## src/rtl/ld_pkg.sv

```systemverilog
// ----------------------------------------------------------------------------
// ld_pkg
// Shared definitions for the bit-serial subtractor.
//   state_e : controller state encoding (IDLE = 0, RUN = 1, DONE = 2)
//   cnt_width(): bits needed for a counter that must reach the value w
// ----------------------------------------------------------------------------
package ld_pkg;

  typedef enum logic [1:0] {
    IDLE = 2'd0,
    RUN  = 2'd1,
    DONE = 2'd2
  } state_e;

  // The counter has to hold WIDTH itself, not only WIDTH-1, so it never
  // wraps before the last serial step.
  function automatic int cnt_width(input int w);
    return $clog2(w + 1);
  endfunction

endpackage : ld_pkg

```

## src/rtl/full_subtractor.sv

```systemverilog
// ----------------------------------------------------------------------------
// full_subtractor
// One-bit full subtractor: computes a - b - bin.
//   a    : minuend bit
//   b    : subtrahend bit
//   bin  : borrow in
//   d    : difference bit
//   bout : borrow out
// ----------------------------------------------------------------------------
module full_subtractor (
  input  logic a,
  input  logic b,
  input  logic bin,
  output logic d,
  output logic bout
);

  assign d    = a ^ b ^ bin;
  assign bout = (~a & b) | (~a & bin) | (b & bin);

endmodule : full_subtractor

```

## src/rtl/serial_subtractor.sv

```systemverilog
// ----------------------------------------------------------------------------
// serial_subtractor
// Bit-serial unsigned subtractor. An operand pair is accepted in IDLE, then
// processed LSB first through a single full subtractor over WIDTH RUN cycles.
// The result is presented in DONE until the consumer takes it.
//   clk        : clock, rising edge
//   rst_n      : asynchronous active-low reset
//   in_valid   : operand pair a/b valid
//   in_ready   : block accepts an operand pair (IDLE only)
//   a, b       : minuend / subtrahend, unsigned
//   out_valid  : result valid (DONE only)
//   out_ready  : consumer accepts result
//   diff       : (a - b) mod 2^WIDTH
//   borrow_out : 1 iff a < b
//   zero       : 1 iff diff == 0
// ----------------------------------------------------------------------------
module serial_subtractor
  import ld_pkg::*;
#(
  parameter int WIDTH = 8
) (
  input  logic             clk,
  input  logic             rst_n,
  input  logic             in_valid,
  output logic             in_ready,
  input  logic [WIDTH-1:0] a,
  input  logic [WIDTH-1:0] b,
  output logic             out_valid,
  input  logic             out_ready,
  output logic [WIDTH-1:0] diff,
  output logic             borrow_out,
  output logic             zero
);

  localparam int CNT_W = cnt_width(WIDTH);

  state_e             state_q,  state_d;
  logic [WIDTH-1:0]   a_sh_q,   a_sh_d;
  logic [WIDTH-1:0]   b_sh_q,   b_sh_d;
  logic [WIDTH-1:0]   res_q,    res_d;
  logic               borrow_q, borrow_d;
  logic [CNT_W-1:0]   cnt_q,    cnt_d;
  logic [WIDTH-1:0]   diff_q,   diff_d;
  logic               bout_q,   bout_d;
  logic               zero_q,   zero_d;

  logic               fs_d;
  logic               fs_bout;
  logic [WIDTH-1:0]   res_shifted;
  logic               last_step;

  // Single shared bit-slice; always looks at the current operand LSBs.
  full_subtractor u_fs (
    .a    (a_sh_q[0]),
    .b    (b_sh_q[0]),
    .bin  (borrow_q),
    .d    (fs_d),
    .bout (fs_bout)
  );

  // Difference bits enter at the MSB end so after WIDTH shifts the first
  // (LSB) result bit has walked down to bit 0.
  assign res_shifted = {fs_d, res_q[WIDTH-1:1]};
  assign last_step   = (cnt_q == CNT_W'(WIDTH - 1));

  // Handshake outputs are pure decodes of the state register, so there is
  // no combinational path from in_valid or out_ready.
  assign in_ready   = (state_q == IDLE);
  assign out_valid  = (state_q == DONE);
  assign diff       = diff_q;
  assign borrow_out = bout_q;
  assign zero       = zero_q;

  always_comb begin
    state_d  = state_q;
    a_sh_d   = a_sh_q;
    b_sh_d   = b_sh_q;
    res_d    = res_q;
    borrow_d = borrow_q;
    cnt_d    = cnt_q;
    diff_d   = diff_q;
    bout_d   = bout_q;
    zero_d   = zero_q;

    unique case (state_q)
      IDLE: begin
        if (in_valid) begin
          a_sh_d   = a;
          b_sh_d   = b;
          res_d    = '0;
          borrow_d = 1'b0;
          cnt_d    = '0;
          state_d  = RUN;
        end
      end

      RUN: begin
        a_sh_d   = {1'b0, a_sh_q[WIDTH-1:1]};
        b_sh_d   = {1'b0, b_sh_q[WIDTH-1:1]};
        res_d    = res_shifted;
        borrow_d = fs_bout;
        cnt_d    = cnt_q + CNT_W'(1);
        if (last_step) begin
          // Publish into separate output registers so the visible result
          // only changes when an operation completes.
          diff_d  = res_shifted;
          bout_d  = fs_bout;
          zero_d  = (res_shifted == '0);
          state_d = DONE;
        end
      end

      DONE: begin
        if (out_ready) begin
          state_d = IDLE;
        end
      end

      default: begin
        state_d = IDLE;
      end
    endcase
  end

  always_ff @(posedge clk or negedge rst_n) begin
    if (!rst_n) begin
      state_q  <= IDLE;
      a_sh_q   <= '0;
      b_sh_q   <= '0;
      res_q    <= '0;
      borrow_q <= 1'b0;
      cnt_q    <= '0;
      diff_q   <= '0;
      bout_q   <= 1'b0;
      zero_q   <= 1'b0;
    end else begin
      state_q  <= state_d;
      a_sh_q   <= a_sh_d;
      b_sh_q   <= b_sh_d;
      res_q    <= res_d;
      borrow_q <= borrow_d;
      cnt_q    <= cnt_d;
      diff_q   <= diff_d;
      bout_q   <= bout_d;
      zero_q   <= zero_d;
    end
  end

endmodule : serial_subtractor

```

## config.mk

```make
export PLATFORM = sky130hd
export DESIGN_NAME = serial_subtractor
export DESIGN_NICKNAME = d
export VERILOG_FILES = /design/src/rtl/ld_pkg.sv /design/src/rtl/full_subtractor.sv /design/src/rtl/serial_subtractor.sv
export SDC_FILE = /design/constraint.sdc
export NUM_CORES = 1
export LEC_CHECK = 0
export BUFFER_PORTS_ARGS = -buffer_cell sky130_fd_sc_hd__buf_2
export CORE_ASPECT_RATIO = 1.4
export CORE_UTILIZATION = 55
export CTS_BUF_LIST = sky130_fd_sc_hd__clkbuf_2 sky130_fd_sc_hd__clkbuf_4 sky130_fd_sc_hd__clkbuf_8
export DETAILED_ROUTE_END_ITERATION = 12
export GPL_TIMING_DRIVEN = 0
export PLACE_DENSITY = 0.87
export SYNTH_ARGS = -nofsm -noshare
export SYNTH_HDL_FRONTEND = slang
export SYNTH_SLANG_ARGS = --single-unit
```

## constraint.sdc

```tcl
create_clock -name clk -period 2.2 [get_ports clk]
set_clock_uncertainty 0.15 [all_clocks]
set_input_delay 0.22 -clock clk [delete_from_list [all_inputs] [get_ports clk]]
set_output_delay 0.22 -clock clk [all_outputs]
set_load 0.01 [all_outputs]
```

==> results of run 1 <==
==> metal layers <==
layer	track usage	up-vias	routed length [um]
met3	0.0697	5	194
met2	0.452	43	2090
met4	0.0802	0	45
met1	0.308	703	1610
li1	-	662	-
met5	0	-	0
==> worst reg2reg max path: stages (launching register included) <==
cell and delay (ps):
dfrtp_1 390, inv_1 100, fa_1 470, and4b_1 240, mux2_2 260
==> cell usage in the layout, fill, tap and decap left out <==
cell type and n:
a21o_1 1, a21oi_1 16, a22o_1 9, a22oi_1 14, a2bb2oi_1 1, and2b_1 10, and4b_1 1, buf_2 36
buf_6 2, clkbuf_1 3, clkbuf_2 1, clkbuf_4 2, clkbuf_8 6, dfrtp_1 40, dlygate4sd3_1 1, fa_1 1
ha_1 1, inv_1 3, mux2_2 10, mux2i_1 1, nand2_1 6, nand2b_4 1, nand3_1 2, nor2_1 4
nor2b_1 8, nor3_4 1, nor4_1 1, o21ai_0 17, o21ai_1 1, o21bai_1 1, o311ai_0 1
==> state kept, by name, summed over array words and instances, names as in the netlist <==
name        flops
b_sh_q          8
res_q           7
a_sh_q          8
state_q         2
cnt_q           4
borrow_q        1
diff            8
borrow_out      1
zero            1
==> kinds of logic after synthesis <==
kind of cell	count (synthesis)	synth area share
flops	40	0.545
simple gates	34	0.119
mux	11	0.0668
compound gates	61	0.210
fa+ha+maj	2	0.0177
buf+inv	14	0.0409
==> final timing paths <==
check,startpoint,endpoint
setup / recovery,state_q[1]$_DFFE_PN0P_,in_ready
min in group asynchronous,rst_n,a_sh_q[5]$_DFFE_PN0P_
max in group asynchronous,rst_n,b_sh_q[6]$_DFFE_PN0P_
hold reg to reg,diff[5]$_DFFE_PN0P_,diff[5]$_DFFE_PN0P_
hold / removal,out_ready,state_q[1]$_DFFE_PN0P_
setup reg to reg,a_sh_q[0]$_DFFE_PN0P_,zero$_DFFE_PN0P_
==> through the flow <==
step           area (um^2)  cells  power, W
2_1_floorplan         1840    162   0.00197
3_3_place_gp          2040    232   0.00225
3_5_place_dp          2040    232   0.00232
4_1_cts               2150    241   0.00285
5_1_grt               2150    241   0.00304
6_report              2150    241   0.00284
==> power breakdown <==
part	internal (W)	leakage (nW)	switching [W]
Clock	0.000280	0.0523	0.000243
Sequential	0.00104	0.518	0.000246
Combinational	0.000506	0.474	0.000523
Total	0.00182	1.04	0.00101
==> cell type report <==
cell class / instances / area (um^2)
Buffer: 11 / 63.8
Clock buffer: 8 / 97.6
Fill cell: 240 / 1000
Inverter: 3 / 11.3
Multi-Input combinational cell: 108 / 761
Sequential cell: 40 / 1000
Tap cell: 39 / 48.8
Timing Repair Buffer: 32 / 165
==> timing repair <==
item | 4_1_cts | 5_1_grt
hold buffers | 1 | 0
endpoints found under the hold margin | 40 | 0
setup buffers | 0 | 0
resized for setup | 0 | 0
==> results.cfg, run 1 <==
[setup_path]
worst_setup_path_start_kind = flop
worst-path-buf-inv = 3
worstRegToRegCells = 4
slowest_stage = dfrtp_1
path_depth = 4
cp_top_family = buffers and inverters
cp_max_fo = 10
crit_arrival_ps = 1400
ff2ff_setup_slack_ps = 490
crit_top_cell = buf_2
path_cells = buf_2 -> buf_2 -> nor2_1 -> buf_2
cpPeakStageDelay_ps = 400
required_ps = 1830
criticalPathCategory = reg2out
end_kind = output port

[floorplanning]
die_x_um = 50.8
rows = 24
ios = 32
die_h_um = 70.4
core_area_um2 = 3150
die-area_um2 = 3580
start_util = 0.583

[worst_hold_path]
hold_path_class = in2reg
holdPathStages = 3

[synthesis]
syn_area_per_cell_um2 = 11.3
syn_nets = 184
ys_seq_area_frac = 0.545
yosysWarnings = 0
synthFlopType = dfrtp_1
syn_area_um2 = 1840
synth.area.top_cells = dfrtp_1 (54%), mux2_2 (6.1%), a22oi_1 (5.7%), o21ai_0 (4.6%), a21oi_1 (4.4%)
synthArstFlopShare = 1.00
synth_enable_flop_cells = 0
yosysTopAreaCell = dfrtp_1
synth_common_cells = dfrtp_1 (40), o21ai_0 (17), a21oi_1 (16), a22oi_1 (14)
synth_top_area_frac = 0.545
ys_ff_latch = 40
synth_cell_type_count = 28
synth_most_common_cell = dfrtp_1
syn_inst = 162

[layout]
final_util = 0.681
drive_above_1_share = 0.292
layout.nets = 223
layout-area-overhead-vs-synth_pct = 17.0
antenna_cells = 0

[timing]
finalWorstSetupSlack_ps = 432
fin_crit_sh = 0.804
tightest_slew_ps = 877
hold_viol = 0
finalSetupViolCount = 0
drv_slew = 0
rsz0062_at_grt = no
fmax_ghz = 0.566
tns_ps = 0
post-route-min-period_ps = 1770
whs_ps = 54.2
max_slew_margin = 0.415

[cts]
cts_buffer_depth = 2
cts_tree = done
clock_latency_ps = 300
h-tree-depth = 2
root_buffer = clkbuf_8
cts_sinks = 40
clk_pin_slew_worst_paths_ps = 70
cts_made_buffers = 5

[place]
dp_slack_ps = 527
portBuffers = 31
gp_congestion = 0.779
dp_hpwl_um = 2840

[drt]
ant_nets = 0
detail_route.wl_per_cell_um = 16.3
vias = 1413
drt_first_pass_iters = 4
drt_wl_total_um = 3940
drt_iter0_markers = 76
drc = 0
vias_per_cell = 5.86

[global_routing]
antenna_found_initial = 0
grt-ovfl-total = 0
grt_pass1_wl_um = 6840
grt_pass1_vias = 1455
grt_start_max_net_pins = 41
grt_use_total = 0.260

[power]
ir_drop_mv = 0.824
cellPowerDensity_nw_per_um2 = 1320
p_leak_nw = 1.04

[flow_run]
cap_violations = 0

[run_status]
status = complete, no violations
No activity file was read; power rests on OpenSTA's default activity.
==> run 2, diff against run 1 <==
--- a/config.mk
+++ b/config.mk
@@ -5,13 +5,14 @@
 export SDC_FILE = /design/constraint.sdc
 export NUM_CORES = 1
 export LEC_CHECK = 0
+export ABC_AREA = 1
 export BUFFER_PORTS_ARGS = -buffer_cell sky130_fd_sc_hd__buf_2
 export CORE_ASPECT_RATIO = 1.4
-export CORE_UTILIZATION = 55
+export CORE_UTILIZATION = 51
 export CTS_BUF_LIST = sky130_fd_sc_hd__clkbuf_2 sky130_fd_sc_hd__clkbuf_4 sky130_fd_sc_hd__clkbuf_8
 export DETAILED_ROUTE_END_ITERATION = 12
 export GPL_TIMING_DRIVEN = 0
-export PLACE_DENSITY = 0.87
+export PLACE_DENSITY = 0.85
 export SYNTH_ARGS = -nofsm -noshare
 export SYNTH_HDL_FRONTEND = slang
 export SYNTH_SLANG_ARGS = --single-unit
==> constraint.sdc (replaced) <==
create_clock -name clk -period 1.55 [get_ports clk]
set_clock_uncertainty 0.15 [all_clocks]
set_input_delay 0.155 -clock clk [delete_from_list [all_inputs] [get_ports clk]]
set_output_delay 0.155 -clock clk [all_outputs]
set_load 0.01 [all_outputs]
==> results.cfg, run 2 <==
[run_status]
status = finished, violations left
failed_checks = negative setup slack

[layout]
final_common_cell = nand2_1
drive_above_1_share = 0.265
layout-area-overhead-vs-synth_pct = 33.1
final_cell_mix = nand2_1 (56), dfrtp_1 (40), nand3_1 (36)
layout.nets = 274
fin_area_um2 = 2310
fillers = 251
antenna_cells = 0

[global_routing]
grt_pass1_vias = 1512
grtUsageMet3 = 0.0516
busiest_layer = met2
grt_use_total = 0.226
antenna_found_initial = 0
grt_use_met2 = 0.424
grt_start_max_net_pins = 41
grt-ovfl-total = 0
grt_pass1_wl_um = 6130
use_met1 = 0.239

[synthesis]
synth_common_cells = nand2_1 (58), dfrtp_1 (40), nand3_1 (36), inv_1 (10), nor2_1 (10)
syn_area_um2 = 1730
yosysWarnings = 0
synthFlopType = dfrtp_1
ys_ff_latch = 40
synth_enable_flop_cells = 0
syn_inst = 193
syn_area_per_cell_um2 = 8.99
synthArstFlopShare = 1.00
synth_top_area_frac = 0.577
synth_most_common_cell = nand2_1
synth_cell_type_count = 19
yosysTopAreaCell = dfrtp_1
syn_nets = 215
ys_seq_area_frac = 0.577
synth.area.top_cells = dfrtp_1 (58%), nand2_1 (13%), nand3_1 (10%), o21ai_1 (2.6%), o22ai_1 (2.5%)

[cts]
clk_pin_slew_worst_paths_ps = 80
cts_buffer_depth = 2
h-tree-depth = 2
cts_made_buffers = 5
cts_sinks = 40
root_buffer = clkbuf_8
clock_latency_ps = 300
cts_tree = done

[drt]
vias_per_cell = 5.16
drt_iter0_markers = 65
vias = 1508
drt_wl_total_um = 3800
drt_first_pass_iters = 5
drc = 0
detail_route.wl_per_cell_um = 13.0
ant_nets = 0

[setup_path]
crit_top_cell = nand2_1
r2r_end = zero$_DFFE_PN0P_
required_ps = 1630
worst-path-buf-inv = 1
crit_arrival_ps = 1680
slowest_stage = fa_1
reg2reg_from = borrow_q$_DFFE_PN0P_
cpPeakStageDelay_ps = 590
path_cells = fa_1 -> inv_1 -> nor2_1 -> nand2_1 -> nor2_1 -> nand2_1 -> nand2_1
criticalPathCategory = reg2reg
ff2ff_setup_slack_ps = -40
end_kind = flop
worst_setup_path_start_kind = flop
worstRegToRegCells = 7
cp_max_fo = 2
cp_top_family = adder cells

[place]
gp_congestion = 0.725
dp_hpwl_um = 2280
postPlaceCellArea_um2 = 1940
portBuffers = 31
dp_slack_ps = -29.2

[power]
ir_drop_mv = 1.28
power.total_w = 0.00451
p_leak_nw = 1.18
cellPowerDensity_nw_per_um2 = 1950

[timing]
drv_slew = 0
post-route-min-period_ps = 1590
tns_ps = -51.6
rsz0062_at_grt = yes
fin_crit_sh = 1.03
finalWorstSetupSlack_ps = -41.7
max_slew_margin = 0.416
whs_ps = 158
fmax_ghz = 0.628
hold_viol = 0
finalSetupViolCount = 2
tightest_slew_ps = 877

[floorplanning]
die_x_um = 51.3
die-area_um2 = 3640
die_h_um = 71.0
rows = 24
ios = 32
start_util = 0.545
core_area_um2 = 3180

[worst_hold_path]
holdPathStages = 5
whs_endpoint = a_sh_q[3]$_DFFE_PN0P_
hold_path.startpoint = in_valid
hold_path_class = in2reg

[flow_run]
cap_violations = 0
[run 2: cell count changes in the layout (fill, tap and decap cells not counted), sizes merged, moves of 9 or more]
cell / previous run / this run
a22oi: 14 / 0
dlygate4sd3: 1 / 18
nand3: 2 / 36
nand2: 6 / 60
a21oi: 16 / 1
o21ai: 18 / 9
a22o: 9 / 0
inv: 3 / 13
and2b: 10 / 0
mux2: 10 / 0
[run 2: how the worst max path moves through the flow]
stage	startpoint	to	slack, ps	depth (start not counted)
2_1_floorplan	borrow_q$_DFFE_PN0P_	zero$_DFFE_PN0P_	70	7
5_1_grt	borrow_q$_DFFE_PN0P_	zero$_DFFE_PN0P_	-120	7
6_report	borrow_q$_DFFE_PN0P_	zero$_DFFE_PN0P_	-40	7
3_5_place_dp	borrow_q$_DFFE_PN0P_	zero$_DFFE_PN0P_	-30	7
3_3_place_gp	borrow_q$_DFFE_PN0P_	zero$_DFFE_PN0P_	-4	7
4_1_cts	a_sh_q[0]$_DFFE_PN0P_	zero$_DFFE_PN0P_	-20	8
[run 2: where the power goes]
part           leakage, nW  total (W)  switching (W)  internal (W)
clock network       0.0645   0.000930       0.000362      0.000568
registers            0.519    0.00174       0.000279       0.00146
logic                0.599    0.00183        0.00102      0.000811
[run 2: area by class of cell]
| cell class | instances | area [um^2] | area share |
|---|---|---|---|
| clock inverter | 1 | 30.0 | 0.0130 |
| buffer | 10 | 75.1 | 0.0325 |
| sequential | 40 | 1000 | 0.434 |
| multi-input combinational | 130 | 647 | 0.280 |
| inverter | 13 | 48.8 | 0.0211 |
| timing repair buffer | 52 | 362 | 0.157 |
| tap | 39 | 48.8 | 0.0211 |
| clock buffer | 7 | 96.3 | 0.0417 |
[run 2: cells by family after synthesis]
logic type | after synthesis | synth area share
adder cells (fa/ha/maj) | 2 | 0.0188
AND/OR/NAND/NOR | 109 | 0.275
buffers and inverters | 23 | 0.0664
AO/OA/AOI/OAI | 19 | 0.0628
flip-flops | 40 | 0.577
[run 2: what timing repair did]
item | CTS | global route
setup buffers | 1 | 2
resized for setup | 1 | 14
gates cloned | 0 | 0
hold buffers | 18 | 0
pin swaps | 1 | 4
endpoints found under the setup margin | 1 | 11
hold endpoints to repair | 57 | 0
[run 2: worst reg2reg max path, delay by kind of cell, from the launching register on]
kind	cells	cell delay [ps]
adders and majority gates	1	590
DFF	1	410
and+or+nand+nor	5	330
buffers and inverters	1	50
[run 2: routing by layer]
layer,routed length (um),share of wire
met1,1520,0.40
met2,2100,0.55
met3,111,0.029
met4,66,0.017
met5,0,0
[run 2: stage by stage]
| step | std cells | util |
|---|---|---|
| floorplan | 193 | - |
| finish | 292 | 0.725 |
| global route | 292 | 0.725 |
| global placement | 263 | 0.609 |
| detailed placement | 263 | 0.609 |
| CTS | 290 | 0.708 |
==> run 3, diff against run 2 <==
--- a/config.mk
+++ b/config.mk
@@ -12,6 +12,7 @@
 export CTS_BUF_LIST = sky130_fd_sc_hd__clkbuf_2 sky130_fd_sc_hd__clkbuf_4 sky130_fd_sc_hd__clkbuf_8
 export DETAILED_ROUTE_END_ITERATION = 12
 export GPL_TIMING_DRIVEN = 0
+export MAX_ROUTING_LAYER = met4
 export PLACE_DENSITY = 0.85
 export SYNTH_ARGS = -nofsm -noshare
 export SYNTH_HDL_FRONTEND = slang
==> results.cfg, run 3 (synthesis gave the netlist of run 2 again) <==
[setup_path]
r2r_end = zero$_DFFE_PN0P_
cpPeakStageDelay_ps = 580
required_ps = 1630
cp_max_fo = 2
crit_top_cell = nand2_1
criticalPathCategory = reg2reg
end_kind = flop
crit_arrival_ps = 1670
slowest_stage = fa_1
worst_setup_path_start_kind = flop
ff2ff_setup_slack_ps = -40
worstRegToRegCells = 7
path_cells = fa_1 -> inv_1 -> nor2_1 -> nand2_1 -> nor2_1 -> nand2_1 -> nand2_1
reg2reg_from = borrow_q$_DFFE_PN0P_

[global_routing]
antenna_found_initial = 0
grt_use_total = 0.233
grt_pass1_wl_um = 6130
grt_start_max_net_pins = 41
grt-ovfl-total = 0
grtUsageMet3 = 0.0516
use_met1 = 0.239
grt_pass1_vias = 1509
busiest_layer = met2
grt_use_met2 = 0.424

[layout]
fin_cells = 292
layout-area-overhead-vs-synth_pct = 33.1
final_util = 0.725
antenna_cells = 0
final_cell_mix = nand2_1 (56), dfrtp_1 (40), nand3_1 (36)
drive_above_1_share = 0.265
final_common_cell = nand2_1
layout.nets = 274
fillers = 251

[cts]
cts_sinks = 40
cts_made_buffers = 5
h-tree-depth = 2
clock_latency_ps = 300
clk_pin_slew_worst_paths_ps = 80
cts_tree = done
cts_buffer_depth = 2
root_buffer = clkbuf_8

[power]
ir_drop_mv = 1.28
switching_power_w = 0.00166
cellPowerDensity_nw_per_um2 = 1950
combPwrFrac = 0.407
p_seq_frac = 0.387
clkPwrFrac = 0.206
p_int_w = 0.00284
power.total_w = 0.00450
p_leak_nw = 1.18
swShare = 0.369

[worst_hold_path]
whs_endpoint = a_sh_q[3]$_DFFE_PN0P_
hold_path.startpoint = in_valid
holdPathStages = 5
hold_path_class = in2reg

[timing]
post-route-min-period_ps = 1590
finalSetupViolCount = 2
whs_ps = 156
rsz0062_at_grt = yes
fin_crit_sh = 1.03
hold_viol = 0
fmax_ghz = 0.629
max_slew_margin = 0.410
finalWorstSetupSlack_ps = -39.5
tightest_slew_ps = 885
drv_slew = 0

[run_status]
status = finished, violations left
failed_checks = negative setup slack

[drt]
ant_nets = 0
vias = 1513
drt_first_pass_iters = 6
drc = 0
detail_route.wl_per_cell_um = 13.0
vias_per_cell = 5.18
drt_iter0_markers = 65
drt_wl_total_um = 3790

[place]
gp_congestion = 0.734
dp_slack_ps = -29.2
portBuffers = 31
dp_hpwl_um = 2280
place_inst = 263

[floorplanning]
ios = 32
start_util = 0.545
die_h_um = 71.0
core_area_um2 = 3180
die-area_um2 = 3640
die_x_um = 51.3
rows = 24

[flow_run]
cap_violations = 0
run 3: routing by layer:
| layer | vias up | wire (um) |
|---|---|---|
| met3 | 7 | 116 |
| met1 | 719 | 1520 |
| li1 | 747 | - |
| met4 | 0 | 48 |
| met2 | 40 | 2110 |
| met5 | - | 0 |
run 3: cell type report:
cell class	instances	area [um^2]	share of cell area
sequential	40	1000	0.434
multi-input combinational	130	647	0.280
timing repair buffer	52	362	0.157
clock buffer	7	96.3	0.0417
buffer	10	75.1	0.0325
inverter	13	48.8	0.0211
tap	39	48.8	0.0211
clock inverter	1	30.0	0.0130
run 3: metrics by stage:
| stage | instance area (um^2) | setup TNS, ps |
|---|---|---|
| 6_report | 2310 | -47.4 |
| 5_1_grt | 2310 | -218 |
| 4_1_cts | 2250 | -23.0 |
| 3_5_place_dp | 1940 | -29.2 |
| 3_3_place_gp | 1940 | -3.86 |
| 2_1_floorplan | 1730 | 0 |
run 3: what timing repair did:
action                                  CTS  global route
endpoints found under the setup margin    1            11
cloned                                    0             0
pin swaps                                 1             4
endpoints found under the hold margin    57             0
hold buffers                             18             0
resized for setup                         1            14
setup buffers                             1             2
run 3: worst max-delay path by stage:
stage                                      from          endpoint  depth (start not counted)
after global placement     borrow_q$_DFFE_PN0P_  zero$_DFFE_PN0P_                          7
after CTS                 a_sh_q[0]$_DFFE_PN0P_  zero$_DFFE_PN0P_                          8
after global routing       borrow_q$_DFFE_PN0P_  zero$_DFFE_PN0P_                          7
after floorplan            borrow_q$_DFFE_PN0P_  zero$_DFFE_PN0P_                          7
after detailed placement   borrow_q$_DFFE_PN0P_  zero$_DFFE_PN0P_                          7
final                      borrow_q$_DFFE_PN0P_  zero$_DFFE_PN0P_                          7
run 3: power groups by stage:
| stage | logic (W) | clock network, W | registers, W |
|---|---|---|---|
| global placement | 0.00150 | 0 | 0.00173 |
| global route | 0.00205 | 0.000975 | 0.00179 |
| CTS | 0.00163 | 0.000933 | 0.00173 |
| floorplan | 0.00110 | 0 | 0.00174 |
| finish | 0.00183 | 0.000929 | 0.00174 |
| detailed placement | 0.00154 | 0 | 0.00174 |
run 3: critical path, delay by kind of cell, from the launching register on:
| kind | cells | cell delay [ps] |
|---|---|---|
| adder cells (fa/ha/maj) | 1 | 580 |
| flip-flops | 1 | 410 |
| AND/OR/NAND/NOR | 5 | 320 |
| buffers and inverters | 1 | 50 |
